File: src/rtl/match_overlay.sv
// ---------------------------------------------------------------------------
// match_overlay
//
// Generates a VGA-style raster (hcount/vcount plus syncs and active-video
// flag). For each active pixel it either passes the incoming grayscale pixel
// through as gray RGB, or paints it BOX_COLOR when the pixel lies on the
// one-pixel border of a BOX_W x BOX_H rectangle. The rectangle's top-left
// corner comes from a template matcher (xpos/ypos). It is sampled once per
// frame, at raster origin (0,0), so the box never tears mid-frame.
//
// Ports
//   clk          rising-edge clock for all state
//   rst          asynchronous reset, active low
//   ena          advance enable; low freezes every register
//   xpos, ypos   matched template top-left corner (column, row)
//   pix_in       grayscale pixel for the coordinate on hcount/vcount
//   hcount       registered raster column
//   vcount       registered raster row
//   hsync        horizontal sync, active low (registered, 1-cycle latency)
//   vsync        vertical sync, active low (registered, 1-cycle latency)
//   de           active-video flag (registered, 1-cycle latency)
//   pix_out      RGB output {R,G,B} (registered, 1-cycle latency)
//   frame_start  one-cycle pulse aligned with the output of pixel (0,0)
// ---------------------------------------------------------------------------
module match_overlay #(
    parameter int          H_ACTIVE  = 640,
    parameter int          H_FP      = 16,
    parameter int          H_SYNC    = 96,
    parameter int          H_BP      = 48,
    parameter int          V_ACTIVE  = 480,
    parameter int          V_FP      = 10,
    parameter int          V_SYNC    = 2,
    parameter int          V_BP      = 33,
    parameter int          BOX_W     = 40,
    parameter int          BOX_H     = 100,
    parameter logic [23:0] BOX_COLOR = 24'hFF0000
) (
    input  logic        clk,
    input  logic        rst,
    input  logic        ena,
    input  logic [9:0]  xpos,
    input  logic [9:0]  ypos,
    input  logic [7:0]  pix_in,
    output logic [9:0]  hcount,
    output logic [9:0]  vcount,
    output logic        hsync,
    output logic        vsync,
    output logic        de,
    output logic [23:0] pix_out,
    output logic        frame_start
);

    localparam int H_TOTAL = H_ACTIVE + H_FP + H_SYNC + H_BP;
    localparam int V_TOTAL = V_ACTIVE + V_FP + V_SYNC + V_BP;

    localparam logic [9:0]  H_LAST    = 10'(H_TOTAL - 1);
    localparam logic [9:0]  V_LAST    = 10'(V_TOTAL - 1);
    localparam logic [10:0] H_ACT_LIM = 11'(H_ACTIVE);
    localparam logic [10:0] V_ACT_LIM = 11'(V_ACTIVE);
    localparam logic [10:0] HS_START  = 11'(H_ACTIVE + H_FP);
    localparam logic [10:0] HS_END    = 11'(H_ACTIVE + H_FP + H_SYNC);
    localparam logic [10:0] VS_START  = 11'(V_ACTIVE + V_FP);
    localparam logic [10:0] VS_END    = 11'(V_ACTIVE + V_FP + V_SYNC);
    localparam logic [10:0] BOX_W_M1  = 11'(BOX_W - 1);
    localparam logic [10:0] BOX_H_M1  = 11'(BOX_H - 1);

    // Raster counters and per-frame box latch
    logic [9:0]  hcount_reg, hcount_next;
    logic [9:0]  vcount_reg, vcount_next;
    logic [9:0]  box_x_reg, box_x_next;
    logic [9:0]  box_y_reg, box_y_next;
    logic        box_on_reg, box_on_next;

    // Output stage
    logic        hsync_reg, hsync_next;
    logic        vsync_reg, vsync_next;
    logic        de_reg, de_next;
    logic [23:0] pix_reg, pix_next;
    logic        fs_reg, fs_next;

    // Border geometry, all 11 bits wide so x_end/y_end never wrap
    logic        at_origin;
    logic [10:0] h_ext, v_ext;
    logic [10:0] bx_ext, by_ext;
    logic [10:0] x_end, y_end;
    logic        in_x, in_y, on_edge, border;

    always_comb begin
        hcount_next = hcount_reg + 10'd1;
        vcount_next = vcount_reg;
        if (hcount_reg == H_LAST) begin
            hcount_next = 10'd0;
            vcount_next = (vcount_reg == V_LAST) ? 10'd0 : vcount_reg + 10'd1;
        end
    end

    // The box is picked up at the origin pixel itself, so the pixel (0,0)
    // output already uses the new frame's box; it then stays fixed until
    // the next origin.
    assign at_origin   = (hcount_reg == 10'd0) && (vcount_reg == 10'd0);
    assign box_x_next  = at_origin ? xpos : box_x_reg;
    assign box_y_next  = at_origin ? ypos : box_y_reg;
    assign box_on_next = at_origin ? ((xpos != 10'd0) || (ypos != 10'd0)) : box_on_reg;

    assign h_ext  = {1'b0, hcount_reg};
    assign v_ext  = {1'b0, vcount_reg};
    assign bx_ext = {1'b0, box_x_next};
    assign by_ext = {1'b0, box_y_next};
    assign x_end  = bx_ext + BOX_W_M1;
    assign y_end  = by_ext + BOX_H_M1;

    assign in_x    = (h_ext >= bx_ext) && (h_ext <= x_end);
    assign in_y    = (v_ext >= by_ext) && (v_ext <= y_end);
    assign on_edge = (h_ext == bx_ext) || (h_ext == x_end) ||
                     (v_ext == by_ext) || (v_ext == y_end);
    assign border  = box_on_next && in_x && in_y && on_edge;

    // Clipping falls out of gating the border with the active-area test:
    // border coordinates past the active edge are simply never painted.
    always_comb begin
        de_next    = (h_ext < H_ACT_LIM) && (v_ext < V_ACT_LIM);
        hsync_next = !((h_ext >= HS_START) && (h_ext < HS_END));
        vsync_next = !((v_ext >= VS_START) && (v_ext < VS_END));
        fs_next    = at_origin;
        pix_next   = 24'h000000;
        if (de_next) begin
            pix_next = border ? BOX_COLOR : {pix_in, pix_in, pix_in};
        end
    end

    always_ff @(posedge clk or negedge rst) begin
        if (!rst) begin
            hcount_reg <= 10'd0;
            vcount_reg <= 10'd0;
            box_x_reg  <= 10'd0;
            box_y_reg  <= 10'd0;
            box_on_reg <= 1'b0;
            hsync_reg  <= 1'b1;
            vsync_reg  <= 1'b1;
            de_reg     <= 1'b0;
            pix_reg    <= 24'h000000;
            fs_reg     <= 1'b0;
        end else if (ena) begin
            hcount_reg <= hcount_next;
            vcount_reg <= vcount_next;
            box_x_reg  <= box_x_next;
            box_y_reg  <= box_y_next;
            box_on_reg <= box_on_next;
            hsync_reg  <= hsync_next;
            vsync_reg  <= vsync_next;
            de_reg     <= de_next;
            pix_reg    <= pix_next;
            fs_reg     <= fs_next;
        end
    end

    assign hcount      = hcount_reg;
    assign vcount      = vcount_reg;
    assign hsync       = hsync_reg;
    assign vsync       = vsync_reg;
    assign de          = de_reg;
    assign pix_out     = pix_reg;
    assign frame_start = fs_reg;

endmodule

File: config.mk
export PLATFORM = sky130hd
export DESIGN_NAME = match_overlay
export DESIGN_NICKNAME = d
export VERILOG_FILES = /design/src/rtl/match_overlay.sv
export SDC_FILE = /design/constraint.sdc
export NUM_CORES = 1
export LEC_CHECK = 0
export BUFFER_PORTS_ARGS = -buffer_cell sky130_fd_sc_hd__clkbuf_2
export CAP_MARGIN = 5
export CORE_ASPECT_RATIO = 1.4
export CORE_MARGIN = 1.5
export CORE_UTILIZATION = 55
export DETAILED_ROUTE_END_ITERATION = 8
export PLACE_DENSITY = 0.79
export SKIP_LAST_GASP = 1
export SYNTH_ARGS = -nofsm -noshare
export SYNTH_HDL_FRONTEND = slang
export SYNTH_SLANG_ARGS = --single-unit
File: constraint.sdc
create_clock -name clk -period 5.7 [get_ports clk]
set_input_delay 0.855 -clock clk [delete_from_list [all_inputs] [get_ports clk]]
set_output_delay 0.855 -clock clk [all_outputs]
set_load 0.01 [all_outputs]
Yosys cells after proc, flatten, opt, wreduce, memory -nomap -nowiden
Cells that the tools add are included.
W data, S select, Z words.

operators by class
  add/sub/neg operators = 4
  multiply operators = 0
  div/mod/pow operators = 0
  magnitude comparators = 10
  equal/unequal tests = 6
  shift operators = 0
  multiplexer cells = 7
  bitwise logic cells = 0
  reductions and logical operators = 20

operators by type and width
  cell                     number
  $mux W24                 2
  $mux W10                 4
  $eq A10 B11 Y1           2
  $le A10 B11 Y1           2
  $add A10 B1 Y10 const B  2
  $eq A10 B10 Y1           2
  $eq A10 B10 Y1 const B   2
  $ge A10 B10 Y1           2
  $logic_not A10 Y1        2
  $lt A10 B10 Y1 const B   2
  $lt A10 B9 Y1 const B    2
  $reduce_bool A10 Y1      2
  $add A10 B6 Y11 const B  1
  $add A10 B7 Y11 const B  1
  $ge A10 B10 Y1 const B   1
  $ge A10 B9 Y1 const B    1
  $logic_and A1 B1 Y1      9
  $logic_or A1 B1 Y1       4
  $logic_not A1 Y1         2
  $reduce_and A2 Y1        1
  $mux W1                  1

storage, ports and cells
  register bits = 69
  bits in latches = 0
  memory bits (writable) = 0
  memory bits (read-only) = 0
  bits of input ports = 31
  output and inout bits = 48
  logic and storage cells = 57
  memories = 0

Depth between registers and ports, before layout
Gate-level depths: netlist of the first run.

  depth in word-level cells = 11
  depth in mapped cells = 23
  mapped depth without buffers = 19

Least setup slack after synthesis of the first run
Ideal clock, no wire load.

  path type = register -> register
  start point = register hcount_reg[7] (netlist: hcount[7])
  end point = register pix_reg[10] (netlist: pix_out[10])
  library setup time = 0.139 ns
  data arrival time = 4.578 ns
  required time = 5.561 ns
  path slack = 0.983 ns
  stages on the path, launching flop included = 22
  buffers on the path = 5
  clock period less this slack = 4.717 ns
  cell sequence = dfrtp_1 buf_6 or4_4 nor3_4 and2_2 buf_8 buf_6 buf_6 buf_4 mux2i_1 ha_1 o21ai_0 mux2i_1 nor2_1 xor2_1 ha_1 and3_1 a221o_1 o21ai_0 o2111ai_1 a21oi_2 o22ai_1

between the ends
  cells in the longest elaborated chain, start to end = 11
  elaborated cells on any way between the ends = 27
  those cells by class = add/sub: 2; order compare: 5; eq/ne: 4; mux: 5; reduce/logical: 11

RTL lines
  item                                                       RTL line  text
  start: declaration                                         68        logic [9:0] hcount_reg, hcount_next;
  start signal: assignment                                   144       hcount_reg <= hcount_next;
  $logic_not A10 Y1                                          100       assign at_origin = (hcount_reg == 10'd0) && (vcount_reg == 10'd0);
  $logic_and A1 B1 Y1                                        100
  $mux W10                                                   101       assign box_x_next = at_origin ? xpos : box_x_reg;
  $add A10 B6 Y11                                            109       assign x_end = bx_ext + BOX_W_M1;
  $le A10 B11 Y1 or $eq A10 B11 Y1 (tied branches)           112, 114
  $logic_and A1 B1 Y1 or $logic_or A1 B1 Y1 (tied branches)  112, 114
  $logic_and A1 B1 Y1 or $logic_or A1 B1 Y1 (tied branches)  116, 114
  $logic_and A1 B1 Y1 or $logic_or A1 B1 Y1 (tied branches)  116, 115
  $logic_and A1 B1 Y1                                        116       assign border = box_on_next && in_x && in_y && on_edge;
  $mux W24                                                   127       pix_next = border ? BOX_COLOR : {pix_in, pix_in, pix_in};
  $mux W24 (*)                                               126       if (de_next) begin
  end signal: assignment                                     152       pix_reg <= pix_next;
  end: declaration                                           78        logic [23:0] pix_reg, pix_next;

Mark *: on every way between the ends. The rest lies on a longest branch, timed or not.
A chain may end at the register's enable or synchronous reset.

Final worst setup path of the first run
  start point = register hcount_reg[0] (netlist: hcount[0])
  end point = register pix_reg[8] (netlist: pix_out[8])

The elaborated chain is that of the path after synthesis.

==> results of run 1 <==
==> routing by layer <==
layer  wire length [um]  GRT usage (%)
met5                  0              0
met4                599           19.5
met3                612           3.97
met2               5850           47.9
met1               4450           30.8
==> how the worst max path moves through the flow <==
| stage | start | end | slack (ns) | cells past startpoint |
|---|---|---|---|---|
| after floorplan | hcount[7]$_DFFE_PN0P_ | pix_out[10]$_DFFE_PN0P_ | 0.98 | 21 |
| after global placement | hcount[0]$_DFFE_PN0P_ | pix_out[9]$_DFFE_PN0P_ | 0.91 | 18 |
| after detailed placement | hcount[0]$_DFFE_PN0P_ | pix_out[8]$_DFFE_PN0P_ | 0.66 | 18 |
| after CTS | hcount[0]$_DFFE_PN0P_ | pix_out[10]$_DFFE_PN0P_ | 0.60 | 18 |
| after global routing | hcount[0]$_DFFE_PN0P_ | pix_out[8]$_DFFE_PN0P_ | 0.25 | 18 |
| final | hcount[0]$_DFFE_PN0P_ | pix_out[8]$_DFFE_PN0P_ | 0.52 | 18 |
==> worst register-to-register path, delay by kind of cell, from the launching register on <==
family                   cells  cell delay, ns
AO/OA/AOI/OAI                6            1.42
adder cells (fa/ha/maj)      3            0.75
buffers and inverters        1            0.12
XOR/XNOR                     1            0.16
flip-flops                   1            0.45
multiplexers                 2            0.58
AND/OR/NAND/NOR              5            1.53
==> layout by cell type, fill, tap and decap left out, drive strengths merged, types with 19 or more instances in the layout <==
cell type,instances
dfrtp,59
a21oi,21
inv,29
nand2,43
mux2,23
nor2,28
o21ai,34
ha,42
xnor2,20
mux2i,19
clkbuf,90
==> metrics by stage <==
step	instance area, um2	utilization, %	cells	hold WS [ns]	total power [mW]
after detailed placement	4920	60.7	640	0.477	0.962
after global placement	4920	60.7	640	0.463	0.947
after CTS	5180	64.0	655	0.489	1.45
final	5180	64.0	655	0.492	1.45
after floorplan	4550	-	479	0.451	0.828
after global routing	5180	64.0	655	0.531	1.53
==> cell families (layout without fill, tap and decap cells) <==
kind of cell / after synthesis / count (layout)
flops: 61 / 61
fa+ha+maj: 42 / 42
mux: 42 / 42
compound gates: 100 / 100
xor+xnor: 33 / 33
buf+inv: 52 / 126
simple gates: 149 / 149
==> power by group <==
group	total (mW)	leakage, nW	internal [mW]	switching (mW)
logic	0.421	1.47	0.185	0.236
registers	0.544	0.792	0.473	0.0714
clock network	0.488	0.132	0.301	0.187
==> cell type report <==
| cell class | count | share of cell area [%] |
|---|---|---|
| multi-input cells | 366 | 52.5 |
| flip-flops and latches | 61 | 29.5 |
| repair buffers | 82 | 8.36 |
| clock buffers | 12 | 4.76 |
| well taps | 102 | 2.46 |
| inverters | 29 | 2.10 |
| clock inverters | 3 | 0.290 |
==> summary.md, run 1 <==
| Metric | Value |
|---|---|
| Worst path required time | 5.89 ns |
| Global routing usage summed across all routing layers | 27.9% |
| Number of buffer cells added on primary ports | 78 |
| Wire length of the first global-routing pass | 19100 um |
| Count of TritonRoute iterations in the first routing pass | 4 |
| Number of antenna violations at the first check in global routing | 0 |
| Global placement routability congestion | 0.902 |
| Fillcell total | 672 |
| Number of I/O pins | 79 |
| Setup TNS Final | 0 ns |
| Unique cell type count in the Yosys netlist | 67 |
| Max-cap violations | 0 |
| Smallest setup slack after layout | 0.525 ns |
| Number of buffers added to fix hold violations after cts | 0 |
| Multi-input combinational cell area | 0.00272 mm2 |
| Maximum level of the CTS H-tree | 3 |
| Skew-Pair Late Insertion Delay | 0.34 ns |
| Number of placement rows | 39 |
| Drc violations | 0 |
| Area of the mapped netlist | 0.00455 mm2 |
| Most used standard cell by instance count after synthesis | dfrtp_1 |
| Vias after detailed routing | 4008 |
| Net count of the mapped netlist | 552 |
| CP Launch Type | flip-flop |
| Area added between synthesis and finish | 13.9% |
| Status | finished, final reports clean |
| Critical Path AT | 5.36 ns |
| Static leakage power | 2.40 nW |
| Clock buffer count from CTS | 9 |
| Count of flip-flops with a built-in enable after synthesis | 0 |
| Critical path class | flip-flop to flip-flop |
| Worst path buffer plus inverter count | 1 |
| Number of setup violations in the final report | 0 |
| Number of nets in the layout | 622 |
| End of the worst hold path | box_on_reg$_DFFE_PN0P_ |
| Post-synthesis xor/xnor area fraction | 6.35% |
| Largest stage delay, worst path | 0.50 ns |
| Synth warnings | 0 |
| Count of buffers added by post-CTS timing repair for setup | 0 |
| Number of global-route vias before repair | 4051 |
| Actual slew at the worst max-slew pin | 0.969 ns |
| Worst reg-to-reg path cell count | 18 |
| Largest family of logic cells by synthesized area | simple AND/OR/NAND/NOR gates |
| Antenna-violating nets left | 0 |
| Most area-hungry cell type in the Yosys netlist | dfrtp_1 |
| Ranking of synthesized cells by area | dfrtp_1 32%, ha_1 12%, mux2_2 5.7%, mux2i_1 4.2%, xnor2_1 3.8% |
| Startpoint of the worst register-to-register path | hcount[0]$_DFFE_PN0P_ |
| Post-synth top cells | 59 x dfrtp_1, 43 x nand2_1, 42 x ha_1, 31 x o21ai_0, 29 x inv_1 |
| Setup Skew | 0.00666 ns |
| Layout cell share with drive strength beyond 1 | 24.8% |
| Routed len/inst | 17.6 um |
| Top cell by count, worst path | ha_1 |
| Kind of cell adding the most delay to the critical path | simple AND/OR/NAND/NOR gates |
| R2R setup slack | 0.52 ns |
| Clk slew on worst S/H paths | 0.05 ns |
| Simple-gate portion of the synthesized area | 17.4% |
| Clock Root Buffer | clkbuf_16 |
| Startpoint of the tightest hold check path | box_on_reg$_DFFE_PN0P_ |
| Synth Area per Inst | 9.50 um2 |
| Count of instances resized after the clock tree is built | 0 |
| Die height | 111 um |
| Setup repair after global routing missed its margin | no |
| Max Clk Rate | 193 MHz |
| Minimum period implied by the final worst setup slack | 5.18 ns |
| Multiplexer area fraction after synthesis | 9.87% |
| Starting density of the core | 56.2% |
| Post-Syn Instances | 479 |
| Post-Place Setup Slack | 0.660 ns |
| ANT cells | 0 |
| Most common flop cell mapped by yosys | dfrtp_1 |
| Worst slew margin relative to its limit | 35.2% |
| Maximum clock insertion buffer count | 2 |
| Final Cycle Share | 90.8% |
| Largest net degree at the start of global routing | 62 |
| Leftover overflow at the end of global routing | 0 |
| Min-Delay Path Depth | 2 |
| Post-synthesis adder-cell area fraction | 11.5% |
| Clock sink count | 61 |
| Worst-path cell chain | inv_1 > ha_1 > or4b_4 > nor2_1 > and2_2 > mux2i_1 > ha_1 > o21ai_0 > mux2i_1 > nor2_1 > xor2_1 > ha_1 > and3_1 > a221o_1 > o21ai_0 > o2111ai_1 > a21oi_2 > o22ai_1 |
| Final routed wirelength across all metal layers | 11500 um |
| Drt initial violations | 265 |
| TritonCTS clock tree | built |
| HPWL after detailed placement | 8720 um |
| Width of the die | 79.9 um |
| Maximum fanout encountered on the critical timing path | 16 |
| Number of endpoints with negative hold slack in the final report | 0 |
| Sort of element at the end of the critical path | flip-flop |
| FF+latch area | 0.00153 mm2 |
| Sequential cell area fraction in the yosys report | 33.6% |
| Endpoint of the worst-slack reg-to-reg timing path | pix_out[8]$_DFFE_PN0P_ |
| Floorplan die area | 0.00884 mm2 |
| Min-delay worst type | flip-flop to flip-flop |
| Total power divided by cell area | 280 mW/mm2 |
| Area of the core | 0.00810 mm2 |
| Cell with the largest stage delay on the worst path | and2_2 |
| Synthesized-area fraction occupied by ao, oa, aoi and oai cells | 14.6% |
| Count of final max-slew check failures | 0 |
| Number of flip-flops in the largest register | 16 |
| Synth Register Bits | 61 |
| Worst vdd ir | 0.162 mV |
| Async set or reset register ratio after synthesis | 100% |
| Synth top area share | 32.4% |
| Via-per-instance ratio | 6.12 |
(Power assumes the default switching activity.)
==> inputs of run 2 (changes only) <==
--- a/config.mk
+++ b/config.mk
@@ -7,11 +7,13 @@
 export LEC_CHECK = 0
 export BUFFER_PORTS_ARGS = -buffer_cell sky130_fd_sc_hd__clkbuf_2
 export CAP_MARGIN = 5
+export CELL_PAD_IN_SITES_DETAIL_PLACEMENT = 1
+export CELL_PAD_IN_SITES_GLOBAL_PLACEMENT = 2
 export CORE_ASPECT_RATIO = 1.4
 export CORE_MARGIN = 1.5
-export CORE_UTILIZATION = 55
+export CORE_UTILIZATION = 35
 export DETAILED_ROUTE_END_ITERATION = 8
-export PLACE_DENSITY = 0.79
+export PLACE_DENSITY_LB_ADDON = 0.1
 export SKIP_LAST_GASP = 1
 export SYNTH_ARGS = -nofsm -noshare
 export SYNTH_HDL_FRONTEND = slang
==> run 2 against run 1 <==
Compared with the run above:
- total power grew 5.6%
- critical path depth grew 1
- register-to-register slack gained 0.07 ns
==> summary.md, run 2 (synthesis gave the netlist of run 1 again) <==
| Metric | Value |
|---|---|
| Status | finished, final reports clean |
| Number of placement rows | 49 (+26%) |
| Maximum clock insertion buffer count | 2 (unchanged) |
| Minimum period implied by the final worst setup slack | 5.11 ns (-0.0651 ns) |
| Max-cap violations | 0 (unchanged) |
| Final Cycle Share | 89.7% (-1.1 points) |
| Clock Root Buffer | clkbuf_16 |
| Number of endpoints with negative hold slack in the final report | 0 (unchanged) |
| Starting density of the core | 35.7% (-20 points) |
| Vias after detailed routing | 3959 (-1.2%) |
| Setup repair after global routing missed its margin | no |
| Worst hold slack | 0.489 ns (-0.00366 ns) |
| Critical path class | flip-flop to flip-flop |
| Number of I/O pins | 79 (unchanged) |
| Maximum fanout encountered on the critical timing path | 40 (+24) |
| Global routing usage summed across all routing layers | 21.2% (-6.7 points) |
| Number of global-route vias before repair | 4222 (+4.2%) |
| Largest net degree at the start of global routing | 62 (unchanged) |
| HPWL after detailed placement | 10600 um (+22%) |
| Count of final max-slew check failures | 0 (unchanged) |
| Total power divided by cell area | 287 mW/mm2 (+2.3%) |
| Largest stage delay, worst path | 0.46 ns (-0.04 ns) |
| Setup Skew | 0.00758 ns (+0.000921 ns) |
| Via-per-instance ratio | 5.51 (-10%) |
| Most common cell after layout, fill and taps aside | clkbuf_2 |
| Skew-Pair Late Insertion Delay | 0.34 ns (about the same) |
| ANT cells | 0 (unchanged) |
| TritonCTS clock tree | built |
| Area of the core | 0.0128 mm2 (+57%) |
| Min-delay worst type | flip-flop to flip-flop |
| Number of buffer cells added on primary ports | 78 (unchanged) |
| Critical Path AT | 5.30 ns (-0.06 ns) |
| Worst vdd ir | 0.134 mV (-17%) |
| Final routed wirelength across all metal layers | 13700 um (+19%) |
| Actual slew at the worst max-slew pin | 1.00 ns (+0.0338 ns) |
| Smallest setup slack after layout | 0.590 ns (+0.0651 ns) |
| Clock sink count | 61 (unchanged) |
| Clock buffer count from CTS | 9 (unchanged) |
| Worst path required time | 5.89 ns (about the same) |
| Number of flip-flops in the largest register | 16 (unchanged) |
| Post-Place Setup Slack | 0.598 ns (-0.0625 ns) |
| Worst-path cell chain | inv_1 > ha_1 > or4b_4 > nor2_1 > and2_2 > buf_4 > mux2i_1 > a211oi_4 > nand2_1 > xor2_1 > mux2_2 > ha_1 > and3_1 > o2111ai_1 > a21oi_1 > o21ai_0 > o2111ai_1 > a21oi_2 > o22ai_1 |
| Count of instances resized after the clock tree is built | 0 (unchanged) |
| Worst path buffer plus inverter count | 2 (+1) |
| Number of antenna violations at the first check in global routing | 0 (unchanged) |
| Clk slew on worst S/H paths | 0.06 ns (about the same) |
| Number of setup violations in the final report | 0 (unchanged) |
| Drc violations | 0 (unchanged) |
| Layout cell share with drive strength beyond 1 | 26.9% (+2.1 points) |
| Worst slew margin relative to its limit | 33.0% (-2.3 points) |
| Drt initial violations | 94 (-65%) |
| Setup TNS Final | 0 ns (unchanged) |
| Global placement routability congestion | 0.807 (-11%) |
| Antenna-violating nets left | 0 (unchanged) |
| Routed len/inst | 19.1 um (+8.7%) |
| Number of nets in the layout | 634 (+1.9%) |
| Cell with the largest stage delay on the worst path | or4b_4 |
| Commonest non-fill, non-tap cells in the layout | 78 x clkbuf_2, 59 x dfrtp_1, 43 x nand2_1 |
| Width of the die | 99.4 um (+24%) |
| Kind of cell adding the most delay to the critical path | simple AND/OR/NAND/NOR gates |
| Wire length of the first global-routing pass | 22400 um (+17%) |
| Count of TritonRoute iterations in the first routing pass | 4 (unchanged) |
| Leftover overflow at the end of global routing | 0 (unchanged) |
| CP Launch Type | flip-flop |
| Static leakage power | 2.47 nW (+2.9%) |
| Max Clk Rate | 196 MHz (+1.3%) |
| Area added between synthesis and finish | 17.5% |
| Die height | 138 um (+25%) |
| Number of buffers added to fix hold violations after cts | 0 (unchanged) |
| Maximum level of the CTS H-tree | 3 (unchanged) |
| Floorplan die area | 0.0137 mm2 (+55%) |
| Sort of element at the end of the critical path | flip-flop |
| Count of buffers added by post-CTS timing repair for setup | 0 (unchanged) |
[run 2: stage by stage]
step | cells | power (mW) | area, um2 | util (%)
6_report | 719 | 1.53 | 5350 | 41.9
3_5_place_dp | 703 | 1.02 | 5060 | 39.7
2_1_floorplan | 479 | 0.828 | 4550 | -
5_1_grt | 719 | 1.64 | 5350 | 41.9
4_1_cts | 719 | 1.56 | 5350 | 41.9
3_3_place_gp | 703 | 1.01 | 5060 | 39.7
[run 2: cell type report]
cell class,instances,area [um2]
multi-input cells,366,2720
flip-flops and latches,61,1530
well taps,153,191
clock inverters,6,45.0
repair buffers,94,510
inverters,29,109
clock buffers,10,239
fillers,1517,7410
[run 2: power by group]
part / total, mW / switching [mW] / internal (mW)
clock network: 0.529 / 0.220 / 0.309
registers: 0.504 / 0.0315 / 0.472
logic: 0.501 / 0.295 / 0.206
total: 1.53 / 0.546 / 0.988
[run 2: path summary, 6_finish.rpt]
kind                                       endpoint                    from  slack (ns)  depth (start not counted)
max                         pix_out[11]$_DFFE_PN0P_   hcount[0]$_DFFE_PN0P_        0.59                         19
min in group asynchronous  box_x_reg[1]$_DFFE_PN0P_                     rst        0.70                          2
min reg2reg                  box_on_reg$_DFFE_PN0P_  box_on_reg$_DFFE_PN0P_        0.49                          2
min                          box_on_reg$_DFFE_PN0P_  box_on_reg$_DFFE_PN0P_        0.49                          2
max reg2reg                 pix_out[11]$_DFFE_PN0P_   hcount[0]$_DFFE_PN0P_        0.59                         19
max in group asynchronous     vcount[7]$_DFFE_PN0P_                     rst        4.44                          2
[run 2: routing by layer]
metal	track usage [%]	wire, um	up-vias
li1	-	-	1910
met1	25.0	5830	1962
met2	39.3	7290	63
met3	2.72	296	24
met4	7.90	316	0
met5	0	0	-
[run 2: worst min-delay path, stage by stage (launching register included)]
cell and delay [ns]:
dfrtp_1 0.34, nand2_1 0.05, o21ai_0 0.06
